--- config.mk ---
export PLATFORM = sky130hd
export DESIGN_NAME = seg_scan_sched
export DESIGN_NICKNAME = d
export VERILOG_FILES = /design/src/rtl/seg_scan_sched.sv
export SDC_FILE = /design/constraint.sdc
export NUM_CORES = 1
export LEC_CHECK = 0
export CELL_PAD_IN_SITES_DETAIL_PLACEMENT = 1
export CELL_PAD_IN_SITES_GLOBAL_PLACEMENT = 2
export CORE_ASPECT_RATIO = 1.5
export CORE_MARGIN = 2
export CORE_UTILIZATION = 30
export CTS_BUF_LIST = sky130_fd_sc_hd__clkbuf_16
export CTS_CLUSTER_DIAMETER = 30
export CTS_CLUSTER_SIZE = 24
export DETAILED_ROUTE_END_ITERATION = 8
export GPL_TIMING_DRIVEN = 0
export PLACE_DENSITY = 0.64
export RECOVER_POWER = 100
export SKIP_CTS_REPAIR_TIMING = 1
export SLEW_MARGIN = 0
export SYNTH_ARGS = -nofsm -noshare
export SYNTH_HDL_FRONTEND = slang
export SYNTH_SLANG_ARGS = --single-unit
--- constraint.sdc ---
create_clock -name clk -period 5.56 [get_ports clk]
set_clock_uncertainty 0.2 [all_clocks]
set_input_delay 0.556 -clock clk [delete_from_list [all_inputs] [get_ports clk]]
set_output_delay 0.556 -clock clk [all_outputs]
set_load 0.01 [all_outputs]
--- src/rtl/seg_scan_sched.sv ---
// rtl/seg_scan_sched.sv - 8-digit 7-segment scan scheduler with blanking gap
// Optional leading-zero blanking enabled by defining SEG_LZB_EN.
module seg_scan_sched #(
  parameter int TICK_DIV  = 2,
  parameter int BLANK_CYC = 1
) (
  input  logic       clk,
  input  logic       rst,
  input  logic [1:0] SW,
  input  logic       wr_en,
  input  logic [2:0] wr_addr,
  input  logic [4:0] wr_data,
  output logic [2:0] which,
  output logic [7:0] seg,
  output logic       enable
);

  localparam int MAXC = (TICK_DIV > BLANK_CYC) ? TICK_DIV : BLANK_CYC;
  localparam int CW   = (MAXC > 1) ? $clog2(MAXC) : 1;

  typedef enum logic [1:0] {IDLE, SHOW, BLANK} state_t;

  state_t        state_q, state_d;
  logic [2:0]    ptr_q, ptr_d;
  logic [CW-1:0] cnt_q, cnt_d;
  logic [4:0]    regs_q [8];
  logic [4:0]    regs_d [8];
  logic [2:0]    which_q, which_d;
  logic [7:0]    seg_q, seg_d;
  logic          enable_q, enable_d;
  logic [2:0]    ptr_adv;
  logic          lz_blank;

  function automatic logic [6:0] hex7(input logic [3:0] v);
    case (v)
      4'h0: hex7 = 7'h3F;
      4'h1: hex7 = 7'h06;
      4'h2: hex7 = 7'h5B;
      4'h3: hex7 = 7'h4F;
      4'h4: hex7 = 7'h66;
      4'h5: hex7 = 7'h6D;
      4'h6: hex7 = 7'h7D;
      4'h7: hex7 = 7'h07;
      4'h8: hex7 = 7'h7F;
      4'h9: hex7 = 7'h6F;
      4'hA: hex7 = 7'h77;
      4'hB: hex7 = 7'h7C;
      4'hC: hex7 = 7'h39;
      4'hD: hex7 = 7'h5E;
      4'hE: hex7 = 7'h79;
      default: hex7 = 7'h71;
    endcase
  endfunction

`ifdef SEG_LZB_EN
  logic [7:0] lz_mask;
  logic       lz_run;
  // A digit is blanked only if it and every higher digit in the scan range is a bare zero.
  always_comb begin
    lz_mask = 8'h00;
    lz_run  = 1'b1;
    for (int i = 7; i >= 1; i--) begin
      if (SW == 2'b10 || i <= 3) begin
        lz_run     = lz_run & (regs_q[i] == 5'h00);
        lz_mask[i] = lz_run;
      end
    end
    lz_blank = lz_mask[ptr_q] && (SW != 2'b11);
  end
`else
  assign lz_blank = 1'b0;
`endif

  // Narrow mode wraps at 3, and also snaps back to 0 if the pointer was left beyond it.
  assign ptr_adv = (SW == 2'b01) ? ((ptr_q >= 3'd3) ? 3'd0 : ptr_q + 3'd1) : ptr_q + 3'd1;

  always_comb begin
    for (int i = 0; i < 8; i++) regs_d[i] = regs_q[i];
    if (wr_en) regs_d[wr_addr] = wr_data;

    state_d = state_q;
    ptr_d   = ptr_q;
    cnt_d   = cnt_q;
    if (SW == 2'b00) begin
      state_d = IDLE;
      ptr_d   = 3'd0;
      cnt_d   = '0;
    end else begin
      case (state_q)
        IDLE: begin
          state_d = SHOW;
          ptr_d   = 3'd0;
          cnt_d   = '0;
        end
        SHOW: begin
          if (cnt_q == CW'(TICK_DIV - 1)) begin
            state_d = BLANK;
            cnt_d   = '0;
          end else begin
            cnt_d = cnt_q + 1'b1;
          end
        end
        default: begin
          if (cnt_q == CW'(BLANK_CYC - 1)) begin
            state_d = SHOW;
            cnt_d   = '0;
            ptr_d   = ptr_adv;
          end else begin
            cnt_d = cnt_q + 1'b1;
          end
        end
      endcase
    end

    which_d  = 3'd0;
    seg_d    = 8'h00;
    enable_d = 1'b0;
    if (SW != 2'b00) begin
      if (state_q == SHOW) begin
        which_d  = ptr_q;
        enable_d = 1'b1;
        if (SW == 2'b11)   seg_d = 8'hFF;
        else if (lz_blank) seg_d = 8'h00;
        else               seg_d = {regs_q[ptr_q][4], hex7(regs_q[ptr_q][3:0])};
      end else if (state_q == BLANK) begin
        which_d = ptr_q;
      end
    end
  end

  always_ff @(posedge clk or posedge rst) begin
    if (rst) begin
      state_q  <= IDLE;
      ptr_q    <= 3'd0;
      cnt_q    <= '0;
      for (int i = 0; i < 8; i++) regs_q[i] <= 5'h00;
      which_q  <= 3'd0;
      seg_q    <= 8'h00;
      enable_q <= 1'b0;
    end else begin
      state_q  <= state_d;
      ptr_q    <= ptr_d;
      cnt_q    <= cnt_d;
      for (int i = 0; i < 8; i++) regs_q[i] <= regs_d[i];
      which_q  <= which_d;
      seg_q    <= seg_d;
      enable_q <= enable_d;
    end
  end

  assign which  = which_q;
  assign seg    = seg_q;
  assign enable = enable_q;

endmodule
# Yosys cells after proc, flatten, opt, wreduce, memory -nomap -nowiden
# Memories as Yosys holds them, arrays and structs flattened.
# Index checks and enable logic that the tools add are counted.
dict set report classes {
  n_eq_ne 8
  magnitude_cmp 4
  mux 27
  add_sub_neg 2
  bitwise 2
  n_reduce_logical 6
}
# op n
set op_table {}
lappend op_table {{bitwise mux 40 bit} 1}
lappend op_table {{two-way mux 8 bit} 3}
lappend op_table {{two-way mux 3 bit} 7}
lappend op_table {{binary-select mux 5 bit (select 3 bit)} 1}
lappend op_table {{demux 5 bit (select 3 bit)} 1}
lappend op_table {{two-way mux 5 bit} 3}
lappend op_table {{greater-or-equal comparator 4 bit, second input constant} 2}
lappend op_table {{NOT 3 -> 4 bit} 2}
lappend op_table {{two-way mux 2 bit} 3}
lappend op_table {{case mux 3 bit (2 select lines)} 1}
lappend op_table {{two-way mux 1 bit} 5}
lappend op_table {{== test 2 x 1 -> 1 bit, second input constant} 2}
lappend op_table {{== test 2 bit, second input constant} 2}
lappend op_table {{logical NOT 2 bit} 2}
lappend op_table {{< comparator 4 x 1 -> 1 bit, second input constant} 1}
lappend op_table {{inequality test 4 x 1 -> 1 bit, second input constant} 1}
lappend op_table {{case mux 2 bit (2 select lines)} 1}
lappend op_table {{AND reduction 2 bit} 2}
lappend op_table {{adder 3 x 1 -> 3 bit, second input constant} 1}
lappend op_table {{greater-or-equal comparator 3 x 2 -> 1 bit, second input constant} 1}
lappend op_table {{inequality test 3 x 1 -> 1 bit, second input constant} 1}
lappend op_table {{inequality test 3 bit, second input constant} 1}
lappend op_table {{inequality test 2 bit, second input constant} 1}
lappend op_table {{case mux 1 bit (2 select lines)} 1}
lappend op_table {{3 further kinds} 3}
dict set report word_totals {
  input_bits 13
  romBits 112
  ff_bits 58
  out_inout_bits 12
  elab_cells 64
  mem_count 1
}
# memory words width read_ports rd_clocked_by_memory_dff wr line_no
set mem_list {}
lappend mem_list {{(name not given)} 16 7 1 0 0 35} ;# case (v)

# Logic depth before layout (Yosys ltp)
# An unclocked memory read counts as a cell.
dict set report logic_depth {
  word_depth 8
  depth_mapped 9
  ltp_nobuf 7
}

# Least setup slack after synthesis
# OpenSTA, ideal clock, no wires.
dict set report synth_timing {
  kind {reg2reg}
  from {reg ptr_q[0]}
  to {reg seg_q[5] (netlist: seg[5])}
  slack_ns 2.911
  required_ns 5.256
  t_arrival_ns 2.345
  n_path_buf 2
  setup_time_ns 0.104
  stages_incl_launch_ff 10
  synth_period_minus_slack_ns 2.649
  cell_sequence {dfrtp_1 -> buf_6 -> buf_2 -> mux4_2 -> mux2i_1 -> inv_1 -> ha_1 -> nand2_1 -> o21ai_0 -> a221oi_1}
}
dict set report synth_between {
  elab_chain_len 8
}
# item line_no
set synth_rtl {}
lappend synth_rtl {{start, declared} 24} ;# logic [2:0] ptr_q, ptr_d;
lappend synth_rtl {{start signal, assigned} 142} ;# ptr_q <= ptr_d;
lappend synth_rtl {{NOT 3 -> 4 bit (not written as such)} 124} ;# else seg_d = {regs_q[ptr_q][4], hex7(regs_q[ptr_q][3:0])};
lappend synth_rtl {{binary-select mux 5 bit (select 3 bit)} 124}
lappend synth_rtl {{two-way mux 5 bit (not written as such) (2 in series)} 124}
lappend synth_rtl {{memory read (16 x 7 bit)} n/a}
lappend synth_rtl {{two-way mux 8 bit} 122} ;# if (SW == 2'b11) seg_d = 8'hFF;
lappend synth_rtl {{two-way mux 8 bit} 119} ;# if (state_q == SHOW) begin
lappend synth_rtl {{two-way mux 8 bit} 118} ;# if (SW != 2'b00) begin
lappend synth_rtl {{net seg_d[5]} 29} ;# logic [7:0] seg_q, seg_d;
lappend synth_rtl {{end signal, assigned} 146} ;# seg_q <= seg_d;
lappend synth_rtl {{end, declared} 29}
# The timed path passes the listed nets, and every way through them passes these cells. The select of a mux whose other input is x is not followed.
# A chain may end at the register's enable or synchronous reset.

==> flow_summary.json <==
{
  "placed_area_um2": 3179,
  "hold_violations": 0,
  "synthesis.nets": 224,
  "status": "finished with violations",
  "power_leakage_nw": 1.481,
  "whs_ns": 0.2883,
  "ys_seq_elements": 58,
  "viasPerCell": 4.918,
  "tns_ns": 0,
  "cts_tree": "yes",
  "synth_edf_count": 0,
  "grt_max_degree": 35,
  "critical_path_required_ns": 5.45,
  "fin_area_um2": 3450,
  "initial_core_util": 0.3038,
  "fp.dieH_um": 121.9,
  "fmax_ghz": 0.3036,
  "ant_nets": 0,
  "rows": 43,
  "relSlewSlack": -0.2064,
  "hold_path_class": "reg -> reg",
  "drtPass1Iterations": 3,
  "path_cells": "dlygate4sd3_1 > inv_1 > clkbuf_1",
  "drtIter0Drc": 27,
  "cts.sinks": 58,
  "finish.net_count": 260,
  "multi_input_area_um2": 1270,
  "n_antenna_cell": 0,
  "h-tree-depth": 3,
  "grt_pass1_wl_um": 10230,
  "worst_path_max_delay_cell": "clkbuf_1",
  "crit_family": "buffers and inverters",
  "synthCells": 202,
  "dp_hpwl_um": 4422,
  "grt_use_total": 0.1425,
  "core_area_um2": 9146,
  "die-area_um2": 10070,
  "cts_buffer_depth": 2,
  "slew_violations": 35,
  "grt_setup_unrepaired": "false",
  "setup_viol": 0,
  "cts_buffers": 9,
  "crit_arrival_ns": 3.19,
  "worstSetupEndpointType": "async pin",
  "min_period_ns": 3.294,
  "drive_gt1_frac": 0.2798,
  "start_kind": "primary input",
  "routed_wl_um": 6157,
  "antenna_found_initial": 0,
  "max_cap_violations": 1,
  "p_per_area_nw_per_um2": 500.0,
  "gr-total-overflow": 0,
  "cpPeakStageDelay_ns": 1.37,
  "clk_latency_ns": 0.33,
  "io_buffers": 24,
  "avgRoutedWirePerCell_um": 17.34,
  "avgSynthCellArea_um2": 13.76,
  "grt_pass1_vias": 1912,
  "area_growth_pct": 24.13,
  "ir_worst_vdd_mv": 0.1968,
  "num_vias": 1746,
  "ios": 25,
  "fillers": 1002,
  "drc_errors": 0,
  "synth-seq-area-share": 0.5223,
  "synthArstFlopShare": 1.000,
  "crit_type": "in -> async",
  "violations": "max-capacitance violations, max-slew violations",
  "seq_area_um2": 1451,
  "root_buffer": "clkbuf_16",
  "gp_congestion": 0.7051,
  "path_buf_inv": 3,
  "min_period_over_period": 0.5924,
  "synth-main-ff-cell": "dfrtp_1",
  "yosys_warnings": 0,
  "die_w_um": 82.59,
  "tightest_slew_ns": 1.810,
  "crit_fanout": 34,
  "synth.distinct_cells": 36,
  "path_clk_slew_ns": 0.05,
  "synth_area_um2": 2779
}
-- worst paths after layout --
path,from,to,slack (ns),cells after the start
worst max-delay path,rst,regs_q[36]$_DFFE_PP0P_,2.27,3
worst min-delay path,regs_q[38]$_DFFE_PP0P_,regs_q[38]$_DFFE_PP0P_,0.29,1
worst max register to register,ptr_q[1]$_DFFE_PP0P_,seg[5]$_DFF_PP0_,2.45,8
worst min register to register,regs_q[38]$_DFFE_PP0P_,regs_q[38]$_DFFE_PP0P_,0.29,1
max in group clk,ptr_q[1]$_DFFE_PP0P_,seg[5]$_DFF_PP0_,2.45,8
min in group asynchronous,rst,regs_q[12]$_DFFE_PP0P_,0.69,2
-- report_power, final --
| part | total (mW) | internal (mW) | switching [mW] |
|---|---|---|---|
| clock | 0.533 | 0.340 | 0.193 |
| combinational | 0.601 | 0.303 | 0.297 |
| sequential | 0.591 | 0.536 | 0.0549 |
| total | 1.72 | 1.18 | 0.545 |
-- per-layer routing --
| metal | wire length, um | share of wire | vias to the layer above | track usage |
|---|---|---|---|---|
| li1 | - | - | 815 | - |
| met1 | 2435 | 0.40 | 885 | 0.1611 |
| met2 | 3377 | 0.55 | 31 | 0.2440 |
| met3 | 161 | 0.026 | 15 | 0.02444 |
| met4 | 182 | 0.030 | 0 | 0.08607 |
| met5 | 0 | 0 | - | 0 |
-- worst reg2reg max path, delay by kind of cell, from the launching register on --
family | cells | cell delay (ns)
flip-flops | 1 | 0.41
buffers and inverters | 2 | 0.73
multiplexers | 2 | 0.93
adder cells (fa/ha/maj) | 1 | 0.28
AO/OA/AOI/OAI | 2 | 0.38
AND/OR/NAND/NOR | 1 | 0.08
-- synthesized netlist by cell type, drive strengths merged (2+ instances only) --
cell,n,area (um^2)
buf,3,27.52
nand4b,3,26.28
mux2i,6,63.81
nand2,13,48.80
a311oi,2,17.52
inv,6,22.52
nand2b,2,12.51
nor3b,2,15.01
mux2,43,484.2
and2,3,21.27
xnor2,2,17.52
ha,9,112.6
nor2,8,30.03
o31ai,3,22.52
dfrtp,58,1451
mux4,10,240.2
o21ai,5,25.02
a21oi,7,35.03
nor3,4,20.02
clkbuf,2,7.510
-- metrics by stage --
| stage | setup slack, ns | total power, mW | utilization | instances |
|---|---|---|---|---|
| floorplan | 2.911 | 1.022 | - | 202 |
| global placement | 2.233 | 1.217 | 0.3454 | 338 |
| detailed placement | 2.364 | 1.230 | 0.3476 | 339 |
| CTS | 2.338 | 1.772 | 0.3789 | 355 |
| global route | 1.709 | 1.836 | 0.3772 | 355 |
| finish | 2.266 | 1.725 | 0.3772 | 355 |
-- registers in the layout (all words and copies together) (netlist names) --
| signal | cells |
|---|---|
| cnt_q | 1 |
| enable | 1 |
| ptr_q | 3 |
| regs_q | 40 |
| seg | 8 |
| state_q | 2 |
| which | 3 |
-- area by class of cell --
cell class	instances	area share
plain buffers	5	0.01016
flip-flops and latches	58	0.4207
clock inverters	7	0.01777
repair buffers	25	0.07073
well taps	112	0.04062
multi-input cells	133	0.3682
clock buffers	9	0.06529
inverters	6	0.006529
-- cells in the final DEF, fill, tap and decap left out, types with 2 or more instances in the layout --
cell type        Yosys  routed
a311oi_1             2       2
mux4_2               6       6
mux4_1               4       4
clkbuf_16            0       9
xnor2_1              2       2
o31ai_1              3       3
nand2_1             13      13
buf_6                2       2
inv_1                5       6
nor2_1               8       8
dfrtp_1             58      58
a21oi_1              7       7
clkinv_1             0       2
nand2b_1             2       2
o21ai_0              5       5
clkdlybuf4s50_1      0       8
mux2i_1              5       5
nor3_1               4       4
mux2_2              43      42
nor3b_1              2       2
clkinvlp_4           0       2
clkbuf_1             2       3
nand4b_1             3       3
dlygate4sd3_1        0      16
ha_1                 9       9
-- cell families after synthesis --
kind of cell               count (synthesis)  synth area share
AOI/OAI and AO/OA                         23           0.05268
adders and majority gates                  9           0.04052
DFF                                       58            0.5223
buffers and inverters                     11           0.02071
and+or+nand+nor                           40           0.07385
xor gates and xnor gates                   2          0.006305
muxes                                     59            0.2837
No activity file was read; power rests on OpenSTA's default activity.
